$ cat src/rtl/serial_subtractor_ctrl_pkg.sv
// Shared types for the bit-serial subtractor controller.
// State encoding; 2'd3 is illegal and recovers to IDLE.
package serial_subtractor_ctrl_pkg;

  localparam logic [1:0] S_IDLE = 2'd0;
  localparam logic [1:0] S_RUN  = 2'd1;
  localparam logic [1:0] S_DONE = 2'd2;
  localparam logic [1:0] S_BAD  = 2'd3;

  typedef enum logic [1:0] {
    IDLE = S_IDLE,
    RUN  = S_RUN,
    DONE = S_DONE,
    BAD  = S_BAD
  } state_e;

endpackage

$ cat src/rtl/serial_subtractor_ctrl_if.sv
// Host handshake bundle: start/a/b in, busy/done/diff/borrow_out out.
// master = host side, slave = controller side.
interface serial_subtractor_ctrl_if #(
  parameter int WIDTH = 8
);
  logic             start;
  logic [WIDTH-1:0] a;
  logic [WIDTH-1:0] b;
  logic             busy;
  logic             done;
  logic [WIDTH-1:0] diff;
  logic             borrow_out;

  modport master (
    output start, a, b,
    input  busy, done, diff, borrow_out
  );

  modport slave (
    input  start, a, b,
    output busy, done, diff, borrow_out
  );
endinterface

$ cat src/rtl/full_subtractor_cell.sv
// One-bit full subtractor: diff = a-b-bin, bout = borrow.
// Ports: a, b, bin in; diff, bout out.
module full_subtractor_cell (
  input  logic a,
  input  logic b,
  input  logic bin,
  output logic diff,
  output logic bout
);
  assign diff = a ^ b ^ bin;
  assign bout = (~a & b) | (~(a ^ b) & bin);
endmodule

$ cat src/rtl/serial_subtractor_ctrl.sv
// Bit-serial a-b controller, LSB first, one shared subtractor cell.
// Ports: clk, rst (sync, high), bus (slave handshake bundle).
module serial_subtractor_ctrl #(
  parameter int WIDTH = 8
) (
  input  logic                    clk,
  input  logic                    rst,
  serial_subtractor_ctrl_if.slave bus
);
  import serial_subtractor_ctrl_pkg::*;

  localparam int CW = $clog2(WIDTH + 1);
  localparam logic [CW-1:0] LAST = CW'(WIDTH - 1);

  state_e           state;
  logic [WIDTH-1:0] a_sh;
  logic [WIDTH-1:0] b_sh;
  logic [WIDTH-1:0] res_sh;
  logic [WIDTH-1:0] res_nx;
  logic [WIDTH-1:0] diff_q;
  logic [CW-1:0]    cnt;
  logic             brw;
  logic             d;
  logic             bout;
  logic             busy_q;
  logic             done_q;
  logic             bo_q;

  full_subtractor_cell u_cell (
    .a    (a_sh[0]),
    .b    (b_sh[0]),
    .bin  (brw),
    .diff (d),
    .bout (bout)
  );

  generate
    if (WIDTH == 1) begin : g_one
      assign res_nx = d;
    end else begin : g_many
      assign res_nx = {d, res_sh[WIDTH-1:1]};
    end
  endgenerate

  always_ff @(posedge clk) begin
    if (rst) begin
      state  <= IDLE;
      a_sh   <= '0;
      b_sh   <= '0;
      res_sh <= '0;
      diff_q <= '0;
      cnt    <= '0;
      brw    <= 1'b0;
      busy_q <= 1'b0;
      done_q <= 1'b0;
      bo_q   <= 1'b0;
    end else begin
      case (state)
        IDLE: begin
          if (bus.start) begin
            a_sh   <= bus.a;
            b_sh   <= bus.b;
            brw    <= 1'b0;
            cnt    <= '0;
            busy_q <= 1'b1;
            state  <= RUN;
          end
        end
        RUN: begin
          a_sh   <= a_sh >> 1;
          b_sh   <= b_sh >> 1;
          res_sh <= res_nx;
          brw    <= bout;
          cnt    <= cnt + CW'(1);
          if (cnt == LAST) begin
            diff_q <= res_nx;
            bo_q   <= bout;
            busy_q <= 1'b0;
            done_q <= 1'b1;
            state  <= DONE;
          end
        end
        DONE: begin
          done_q <= 1'b0;
          state  <= IDLE;
        end
        default: begin
          busy_q <= 1'b0;
          done_q <= 1'b0;
          state  <= IDLE;
        end
      endcase
    end
  end

  assign bus.busy       = busy_q;
  assign bus.done       = done_q;
  assign bus.diff       = diff_q;
  assign bus.borrow_out = bo_q;
endmodule

$ cat src/flat_wrapper.sv
// flat-port wrapper written by rule: the top's interface ports become plain ports
module serial_subtractor_ctrl_flat import serial_subtractor_ctrl_pkg::*;
#(
  parameter int WIDTH = 8
)
  (clk, rst, bus_start, bus_a, bus_b, bus_busy, bus_done, bus_diff, bus_borrow_out);
  serial_subtractor_ctrl_if #(.WIDTH(WIDTH)) bus_i ();
  input  logic clk;
  input  logic rst;
  input wire logic [$bits(bus_i.start)-1:0] bus_start;
  input wire logic [$bits(bus_i.a)-1:0] bus_a;
  input wire logic [$bits(bus_i.b)-1:0] bus_b;
  output wire logic [$bits(bus_i.busy)-1:0] bus_busy;
  output wire logic [$bits(bus_i.done)-1:0] bus_done;
  output wire logic [$bits(bus_i.diff)-1:0] bus_diff;
  output wire logic [$bits(bus_i.borrow_out)-1:0] bus_borrow_out;
  assign bus_i.start = bus_start;
  assign bus_i.a = bus_a;
  assign bus_i.b = bus_b;
  assign bus_busy = bus_i.busy;
  assign bus_done = bus_i.done;
  assign bus_diff = bus_i.diff;
  assign bus_borrow_out = bus_i.borrow_out;
  serial_subtractor_ctrl #(.WIDTH(WIDTH)) u_core (.clk(clk), .rst(rst), .bus(bus_i));
endmodule
$ cat config.mk
export PLATFORM = sky130hd
export DESIGN_NAME = serial_subtractor_ctrl_flat
export DESIGN_NICKNAME = d
export VERILOG_FILES = /design/src/rtl/serial_subtractor_ctrl_pkg.sv /design/src/rtl/serial_subtractor_ctrl_if.sv /design/src/rtl/full_subtractor_cell.sv /design/src/rtl/serial_subtractor_ctrl.sv /design/src/flat_wrapper.sv
export SDC_FILE = /design/constraint.sdc
export NUM_CORES = 1
export LEC_CHECK = 0
export CORE_ASPECT_RATIO = 0.8
export CORE_MARGIN = 5
export CORE_UTILIZATION = 37
export CTS_CLUSTER_DIAMETER = 30
export CTS_CLUSTER_SIZE = 40
export DETAILED_ROUTE_END_ITERATION = 6
export GPL_TIMING_DRIVEN = 0
export PLACE_DENSITY = 0.66
export REMOVE_ABC_BUFFERS = 1
export SLEW_MARGIN = 20
export SYNTH_ARGS = -nofsm -noshare
export SYNTH_HDL_FRONTEND = slang
export SYNTH_SLANG_ARGS = --single-unit
$ cat constraint.sdc
create_clock -name clk -period 1.9 [get_ports clk]
set_clock_uncertainty 0.05 [all_clocks]
set_input_delay 0.38 -clock clk [delete_from_list [all_inputs] [get_ports clk]]
set_output_delay 0.38 -clock clk [all_outputs]
set_load 0.01 [all_outputs]
; After elaboration in Yosys (flattened, before gate mapping)
; Cells that the tools add are included.
[word_totals]
regBits = 42
out_inout_bits = 11
in_bits = 19
elab_cells = 48
[classes]
bitwise_logic = 9
n_eq_ne = 5
muxes = 16
n_addsub = 1
n_reduce_logical = 7
[ops]
columns = cell, n
row1 = 8-bit one-hot mux with 2 select lines, 2
row2 = 8-bit 2-to-1 mux, 2
row3 = 4-bit one-hot mux with 2 select lines, 1
row4 = 2-bit AND reduction, 4
row5 = "4-bit by 1-bit adder with 4-bit output, second input constant", 1
row6 = "4-bit by 3-bit == test with 1-bit output, second input constant", 1
row7 = 1-bit 2-to-1 mux, 4
row8 = 2-bit 2-to-1 mux, 2
row9 = 4-bit 2-to-1 mux, 1
row10 = 1-bit NOT, 4
row11 = 1-bit one-hot mux with 2 select lines, 2
row12 = 2-bit one-hot mux with 2 select lines, 1
row13 = 1-bit one-hot mux with 3 select lines, 1
row14 = 3-bit AND reduction, 1
row15 = 1-bit AND, 2
row16 = "2-bit by 1-bit == test with 1-bit output, second input constant", 1
row17 = "2-bit == test, second input constant", 1
row18 = 2-bit zero test, 1
row19 = "2-bit by 1-bit inequality test with 1-bit output, second input constant", 1
row20 = "2-bit inequality test, second input constant", 1
row21 = 2-bit nonzero test, 1
row22 = 1-bit XOR, 2
row23 = 1-bit OR, 1

; Longest topological paths before layout
; Gate-level depths: netlist (run 1).
[depth]
depth_word = 5
mapped_depth = 5
ltp_nobuf = 4

; Hierarchy
; Synthesis (run 1) repeated with hierarchy kept, for this count alone.
[hier_totals]
cells_unflattened = 202
hier_area_um2 = 1731.7
[modules_own_cells]
columns = mod, area_each_um2, n_inst, cells_per_inst, seq_area_each_um2
row1 = serial_subtractor_ctrl, 1700.4, 1, 198, 820.8
row2 = full_subtractor_cell, 31.3, 1, 4, 0.0

; Least setup slack after synthesis (run 1)
; OpenSTA, ideal clock, no wires.
[synth_timing]
path_kind = register -> register
startpoint = reg u_core.cnt[0]
endpoint = reg u_core.bo_q (netlist: u_core.bus.borrow_out)
setup_ps = 88
synth_period_minus_slack_ps = 1343
t_arrival_ps = 1205
setup_slack_ps = 557
required_ps = 1762
path_buffers = 1
stages_incl_launch_ff = 6
cell_sequence = dfxtp_1 -> ha_1 -> and3b_1 -> buf_2 -> a21oi_1 -> a311oi_2
[synth_between]
elab_chain_len = 2
[synth_rtl]
columns = item, line_no
row1 = start: declaration, serial_subtractor_ctrl.sv:21  ; logic [CW-1:0] cnt;
row2 = start signal: assignment, serial_subtractor_ctrl.sv:74  ; cnt <= cnt + CW'(1);
row3 = 4-bit by 3-bit == test with 1-bit output, serial_subtractor_ctrl.sv:75  ; if (cnt == LAST) begin
row4 = 2-bit AND reduction (no line), --
row5 = end signal: assignment, serial_subtractor_ctrl.sv:77  ; bo_q <= bout;
row6 = end: declaration, serial_subtractor_ctrl.sv:27  ; logic bo_q;
; Every way passes these cells.
; A chain may end at the register's enable or synchronous reset.

; Worst setup path in the final report (run 1)
[layout_timing]
startpoint = reg u_core.state[0]
endpoint = reg u_core.bo_q (netlist: u_core.bus.borrow_out)
[layout_between]
elab_chain_len = 2
[layout_rtl]
columns = item, line_no
row1 = start: declaration, serial_subtractor_ctrl.sv:15  ; state_e state;
row2 = start signal: assignment, serial_subtractor_ctrl.sv:47  ; state <= IDLE;
row3 = start signal: assignment, serial_subtractor_ctrl.sv:66  ; state <= RUN;
row4 = start signal: assignment, serial_subtractor_ctrl.sv:80  ; state <= DONE;
row5 = 2-bit by 1-bit == test with 1-bit output, serial_subtractor_ctrl.sv:58  ; case (state)
row6 = 2-bit AND reduction (no line), --
; Every way passes these cells.

==> results of run 1 <==
how the worst max path moves through the flow:
stage,cells past startpoint,slack [ns],to,start
6_report,4,0.24,u_core.bus.borrow_out$_SDFFE_PP0P_,u_core.state[0]$_SDFFE_PP0P_
3_3_place_gp,3,-1.56,u_core.a_sh[5]$_SDFFE_PP0P_,u_core.state[0]$_SDFFE_PP0P_
3_5_place_dp,5,0.08,u_core.b_sh[0]$_SDFFE_PP0P_,bus_start
4_1_cts,4,0.05,u_core.bus.borrow_out$_SDFFE_PP0P_,u_core.cnt[0]$_SDFFE_PP0P_
2_1_floorplan,3,-0.60,u_core.b_sh[0]$_SDFFE_PP0P_,u_core.state[0]$_SDFFE_PP0P_
5_1_grt,4,0.13,u_core.bus.borrow_out$_SDFFE_PP0P_,u_core.state[0]$_SDFFE_PP0P_
registers in the layout, summed over array words and instances (netlist names):
name                   flops
u_core.b_sh                8
u_core.state               2
u_core.bus.busy            1
u_core.bus.borrow_out      1
u_core.cnt                 4
u_core.res_sh              7
u_core.bus.done            1
u_core.brw                 1
u_core.a_sh                8
u_core.bus.diff            8
repair_timing:
action,4_1_cts,5_1_grt
resized for setup,0,2
hold buffers,0,0
endpoints found under the setup margin,0,9
synth_stat cells, types with 2 or more instances:
library cell | number | area (sq um)
nand2b_1 | 2 | 12.51
nand2_1 | 30 | 112.6
a211oi_2 | 11 | 137.6
buf_2 | 7 | 35.03
nand3_1 | 10 | 50.05
a21oi_1 | 32 | 160.2
a22oi_1 | 3 | 22.52
buf_1 | 2 | 7.510
clkbuf_1 | 4 | 15.01
nor2_1 | 20 | 75.07
buf_4 | 3 | 22.52
inv_1 | 2 | 7.510
nor3_1 | 2 | 10.01
a211oi_1 | 4 | 30.03
dfxtp_1 | 41 | 820.8
a21bo_2 | 8 | 80.08
cell type report:
type                       instances  area (sq um)  area share
multi-input combinational        136         840.8      0.3833
sequential                        41         820.8      0.3742
timing repair buffer              32         347.8      0.1586
clock buffer                       7         96.34     0.04392
tap                               60         75.07     0.03423
inverter                           2         7.507    0.003423
clock inverter                     1         5.005    0.002282
cells by family (layout without fill, tap and decap cells):
logic type               count (synthesis)  in the layout  share of synthesized area
AND/OR/NAND/NOR                         68             68                     0.1656
AO/OA/AOI/OAI                           66             66                     0.2889
flip-flops                              41             41                     0.4703
buffers and inverters                   19             42                    0.05663
adder cells (fa/ha/maj)                  2              2                    0.01864
metrics by stage:
stage | instances | cell area [sq um] | worst slack [ns] | util | power (W)
after global placement | 268 | 2019 | -1.563 | 0.4420 | 0.001138
after global routing | 279 | 2193 | 0.1266 | 0.4800 | 0.001834
after floorplan | 179 | 1654 | -0.6034 | - | 0.001052
after detailed placement | 271 | 2088 | 0.07799 | 0.4570 | 0.001159
after CTS | 279 | 2190 | 0.05344 | 0.4792 | 0.001783
final | 279 | 2193 | 0.2391 | 0.4800 | 0.001755
layout by cell type (no fill, tap or decap), types with 2 or more instances in the layout:
cell type	count
a211oi_1	4
a211oi_2	11
a21bo_2	8
a21oi_1	32
a22oi_1	3
clkbuf_8	7
clkdlybuf4s50_1	28
dfxtp_1	41
inv_1	2
nand2_1	30
nand3_1	10
nor2_1	20
nor3_1	2
layer usage:
metal / up-vias / wire [um] / part of all wire / track usage
li1: 726 / - / - / -
met1: 644 / 1772 / 0.51 / 0.1616
met2: 19 / 1460 / 0.42 / 0.1735
met3: 6 / 212 / 0.061 / 0.05402
met4: 0 / 52 / 0.015 / 0.04671
met5: - / 0 / 0 / 0
power by group:
part | leakage, nW | switching, W | internal [W]
Combinational | 0.410 | 0.000116 | 0.000103
Clock | 0.0542 | 0.000290 | 0.000328
Sequential | 0.335 | 0.0000223 | 0.000896
critical path, delay by kind of cell (launching register included):
family	cells	cell delay [ns]
flops	1	0.48
simple gates	1	0.47
compound gates	2	0.35
buf+inv	1	0.23
==> results.cfg, run 1 <==
[sta]
hold_viol = 0
max_freq_mhz = 602.1
grt_setup_unrepaired = no
fin_setup_tns_ns = 0
setup_viol = 0
tightest_slew_ns = 0.4924
max-slew-margin-rel = 0.6718
hold-worst-slack_ns = 0.3938
fin_crit_ns = 1.661
finalCritPeriodShare = 0.8742
slew_violations = 0

[worst_setup_path]
cp_cell_sequence = nor2b_4 -> buf_16 -> a21oi_1 -> a311oi_2
cpMaxStageDelayCell = dfxtp_1
r2r_cells = 4
crit_path_end_kind = register
critPathLaunchType = register
critPathKind = register to register
worstPathMaxFanout = 30
critical-path-max-stage-delay_ns = 0.48
worstPathArrival_ns = 1.82
rrSetupSlack_ns = 0.24
r2r_start = u_core.state[0]$_SDFFE_PP0P_
critPathRequiredTime_ns = 2.06
worstReg2RegEnd = u_core.bus.borrow_out$_SDFFE_PP0P_

[yosys]
synth_warnings = 0
synth_cell_types = 31
synth_area_per_cell_sq_um = 8.905
synth-main-ff-cell = dfxtp_1
async_flop_share = 0
yosys_register_bits = 41
syn_area_sq_mm = 0.001745
synth_edf_count = 0
ys_seq_area_frac = 0.4703
post_synth_inst_count = 196

[job]
maxCapViolCount = 0

[die]
start_util = 0.3820
dieArea_sq_mm = 0.006199
core_sq_mm = 0.004569
ios = 30
num_rows = 22
die_w_um = 86.79
die_h_um = 71.43

[hold_path]
holdPathStages = 2
hp-class = input pin to register
worstHoldStart = rst
min_to = u_core.state[1]$_SDFFE_PP0P_

[outcome]
status = finished clean

[clock_network]
root_buffer = clkbuf_8
clk_pin_slew_worst_paths_ns = 0.08
cts_sinks = 41
cts_setup_buffers = 0
clock_path_buffers = 2
cts_tree = done
cts_made_buffers = 5
insertion_delay_ns = 0.29
htreeDepth = 2

[global_route]
antenna_found_initial = 0
grt_pass1_wl_um = 6037
gr-total-overflow = 0
grt_max_degree = 31
track_usage = 0.1220
grt_pass1_vias = 1298

[layout]
areaGrowthSynthToFinish_pct = 25.66
n_antenna_cell = 0
drive_gt1_frac = 0.1689
fillers = 461
nets = 239

[drt]
dr.pass1.iters = 4
drtIter0Drc = 52
drt-vias-per-instance = 5.000
drt_wl_total_um = 3499
num_vias = 1395
antenna_left = 0
drcViolationCount = 0
wl_per_cell_um = 12.54

[placed_design]
hpwlAfterDp_um = 2265
gp_congestion = 0.6850
port_buffers = 29

[power]
p_leak_nw = 0.7998
powerDensity_mw_per_mm2 = 800.2
max-vdd-ir-drop_mv = 0.3603
(Power assumes the default switching activity.)
==> run 2, diff against run 1 <==
CTS_CLUSTER_SIZE = unset   (was 40)
==> results of run 2 <==
The final DEF is identical to that of run 1; final timing and power are the same.
==> run 3, diff against run 2 <==
CORE_MARGIN = unset   (was 5)
==> run 3 against run 2 <==
Total power increased by 0.29%. Largest power group unchanged. Highest routed layer unchanged. Register-to-register slack is essentially flat. Maximum frequency grew 0.43%. Routed wire length down 3.5%. Cell area fell by 0.34%.
==> results.cfg, run 3 (synthesis results as in run 1) <==
[outcome]
status = finished clean

[worst_setup_path]
crit_path_end_kind = register
critPathKind = register to register
worstPathArrival_ns = 1.82
critPathRequiredTime_ns = 2.06
critPathLaunchType = register
worstPathMaxFanout = 28
r2r_start = u_core.state[0]$_SDFFE_PP0P_
startpoint = u_core.state[0]$_SDFFE_PP0P_

[sta]
fin_crit_ns = 1.654
setup_viol = 0
max_freq_mhz = 604.6
finalCritPeriodShare = 0.8704
tightest_slew_ns = 0.4776
slew_violations = 0
max-slew-margin-rel = 0.6816
hold-worst-slack_ns = 0.3921
hold_viol = 0
grt_setup_unrepaired = no
fin_setup_tns_ns = 0

[power]
power.switching_w = 0.0004339
seqPwrFrac = 0.522
swShare = 0.2465
combPwrFrac = 0.123
p_leak_nw = 0.7985
clkPwrFrac = 0.355
intPower_w = 0.001326
max-vdd-ir-drop_mv = 0.2795
powerDensity_mw_per_mm2 = 805.3

[die]
ios = 30
die_w_um = 78.79
start_util = 0.4002
die_h_um = 63.43
num_rows = 21
core_sq_mm = 0.004362
dieArea_sq_mm = 0.004998

[drt]
drt_wl_total_um = 3378
drtIter0Drc = 79
drcViolationCount = 0
drt-vias-per-instance = 5.033
antenna_left = 0
dr.pass1.iters = 4
wl_per_cell_um = 12.24
num_vias = 1389

[global_route]
gr-usage-met2 = 0.2196
use_met1 = 0.1920
grt_pass1_vias = 1284
busiest_layer = met2
grt_max_degree = 30
antenna_found_initial = 0
grt_pass1_wl_um = 5664
grt_use_met3 = 0.04493
gr-total-overflow = 0
track_usage = 0.1442

[clock_network]
root_buffer = clkbuf_8
clock_path_buffers = 2
cts_setup_buffers = 0
htreeDepth = 2
clk_pin_slew_worst_paths_ns = 0.08
cts_tree = done
cts_made_buffers = 5
insertion_delay_ns = 0.29
cts_sinks = 41

[layout]
n_antenna_cell = 0
layout.cells.non_filler = 276
final_common_cell = dfxtp_1
seq_area_sq_um = 820.8
drive_gt1_frac = 0.1689
nets = 239
fillers = 417
multi_input_area_sq_um = 840.8
final_cell_mix = dfxtp_1, a21oi_1, nand2_1
areaGrowthSynthToFinish_pct = 25.23

[placed_design]
dp.cells = 268
gp_congestion = 0.6450
port_buffers = 29
hpwlAfterDp_um = 2136

[hold_path]
worstHoldStart = rst
hp-class = input pin to register

[job]
maxCapViolCount = 0
[run 3: final timing paths]
| path | to | slack, ns | depth (start not counted) |
|---|---|---|---|
| worst max-delay path | u_core.bus.borrow_out$_SDFFE_PP0P_ | 0.25 | 4 |
| worst min-delay path | u_core.cnt[1]$_SDFFE_PP0P_ | 0.39 | 2 |
| worst max register to register | u_core.bus.borrow_out$_SDFFE_PP0P_ | 0.25 | 4 |
| worst min register to register | u_core.bus.done$_SDFFE_PP0P_ | 0.42 | 2 |
[run 3: repair_timing]
item | CTS | global route
setup endpoints to repair | 0 | 2
gates resized for setup | 0 | 2
hold buffers | 0 | 0
[run 3: stage by stage]
step | cell area (sq um) | util | worst slack [ns] | power (W)
finish | 2186 | 0.5011 | 0.2461 | 0.001760
CTS | 2182 | 0.5003 | 0.04809 | 0.001771
global placement | 2016 | 0.4621 | -1.461 | 0.001138
global route | 2186 | 0.5011 | 0.1113 | 0.001838
floorplan | 1654 | - | -0.6034 | 0.001052
detailed placement | 2081 | 0.4771 | 0.06185 | 0.001157
[run 3: power by group through the flow]
stage / clock [W] / combinational (W) / sequential [W]
floorplan: 0 / 0.000117 / 0.000934
global placement: 0 / 0.000201 / 0.000937
detailed placement: 0 / 0.000218 / 0.000938
CTS: 0.000634 / 0.000219 / 0.000918
global route: 0.000678 / 0.000237 / 0.000923
finish: 0.000625 / 0.000217 / 0.000918
[run 3: routing by layer]
metal / wire (um) / vias up
li1: - / 725
met1: 1772 / 639
met2: 1420 / 21
met3: 156 / 4
met4: 29 / 0
met5: 0 / -
[run 3: final cells by class]
class / count / share of cell area
Multi-Input combinational cell: 136 / 0.3847
Inverter: 2 / 0.003434
Timing Repair Buffer: 32 / 0.1574
Tap cell: 57 / 0.03263
Clock buffer: 7 / 0.04408
Clock inverter: 1 / 0.002290
Sequential cell: 41 / 0.3755
[run 3: worst max-delay path: stages (launching register included)]
cell,delay [ns]
dfxtp_1,0.46
nor2b_4,0.49
buf_16,0.23
a21oi_1,0.09
a311oi_2,0.24
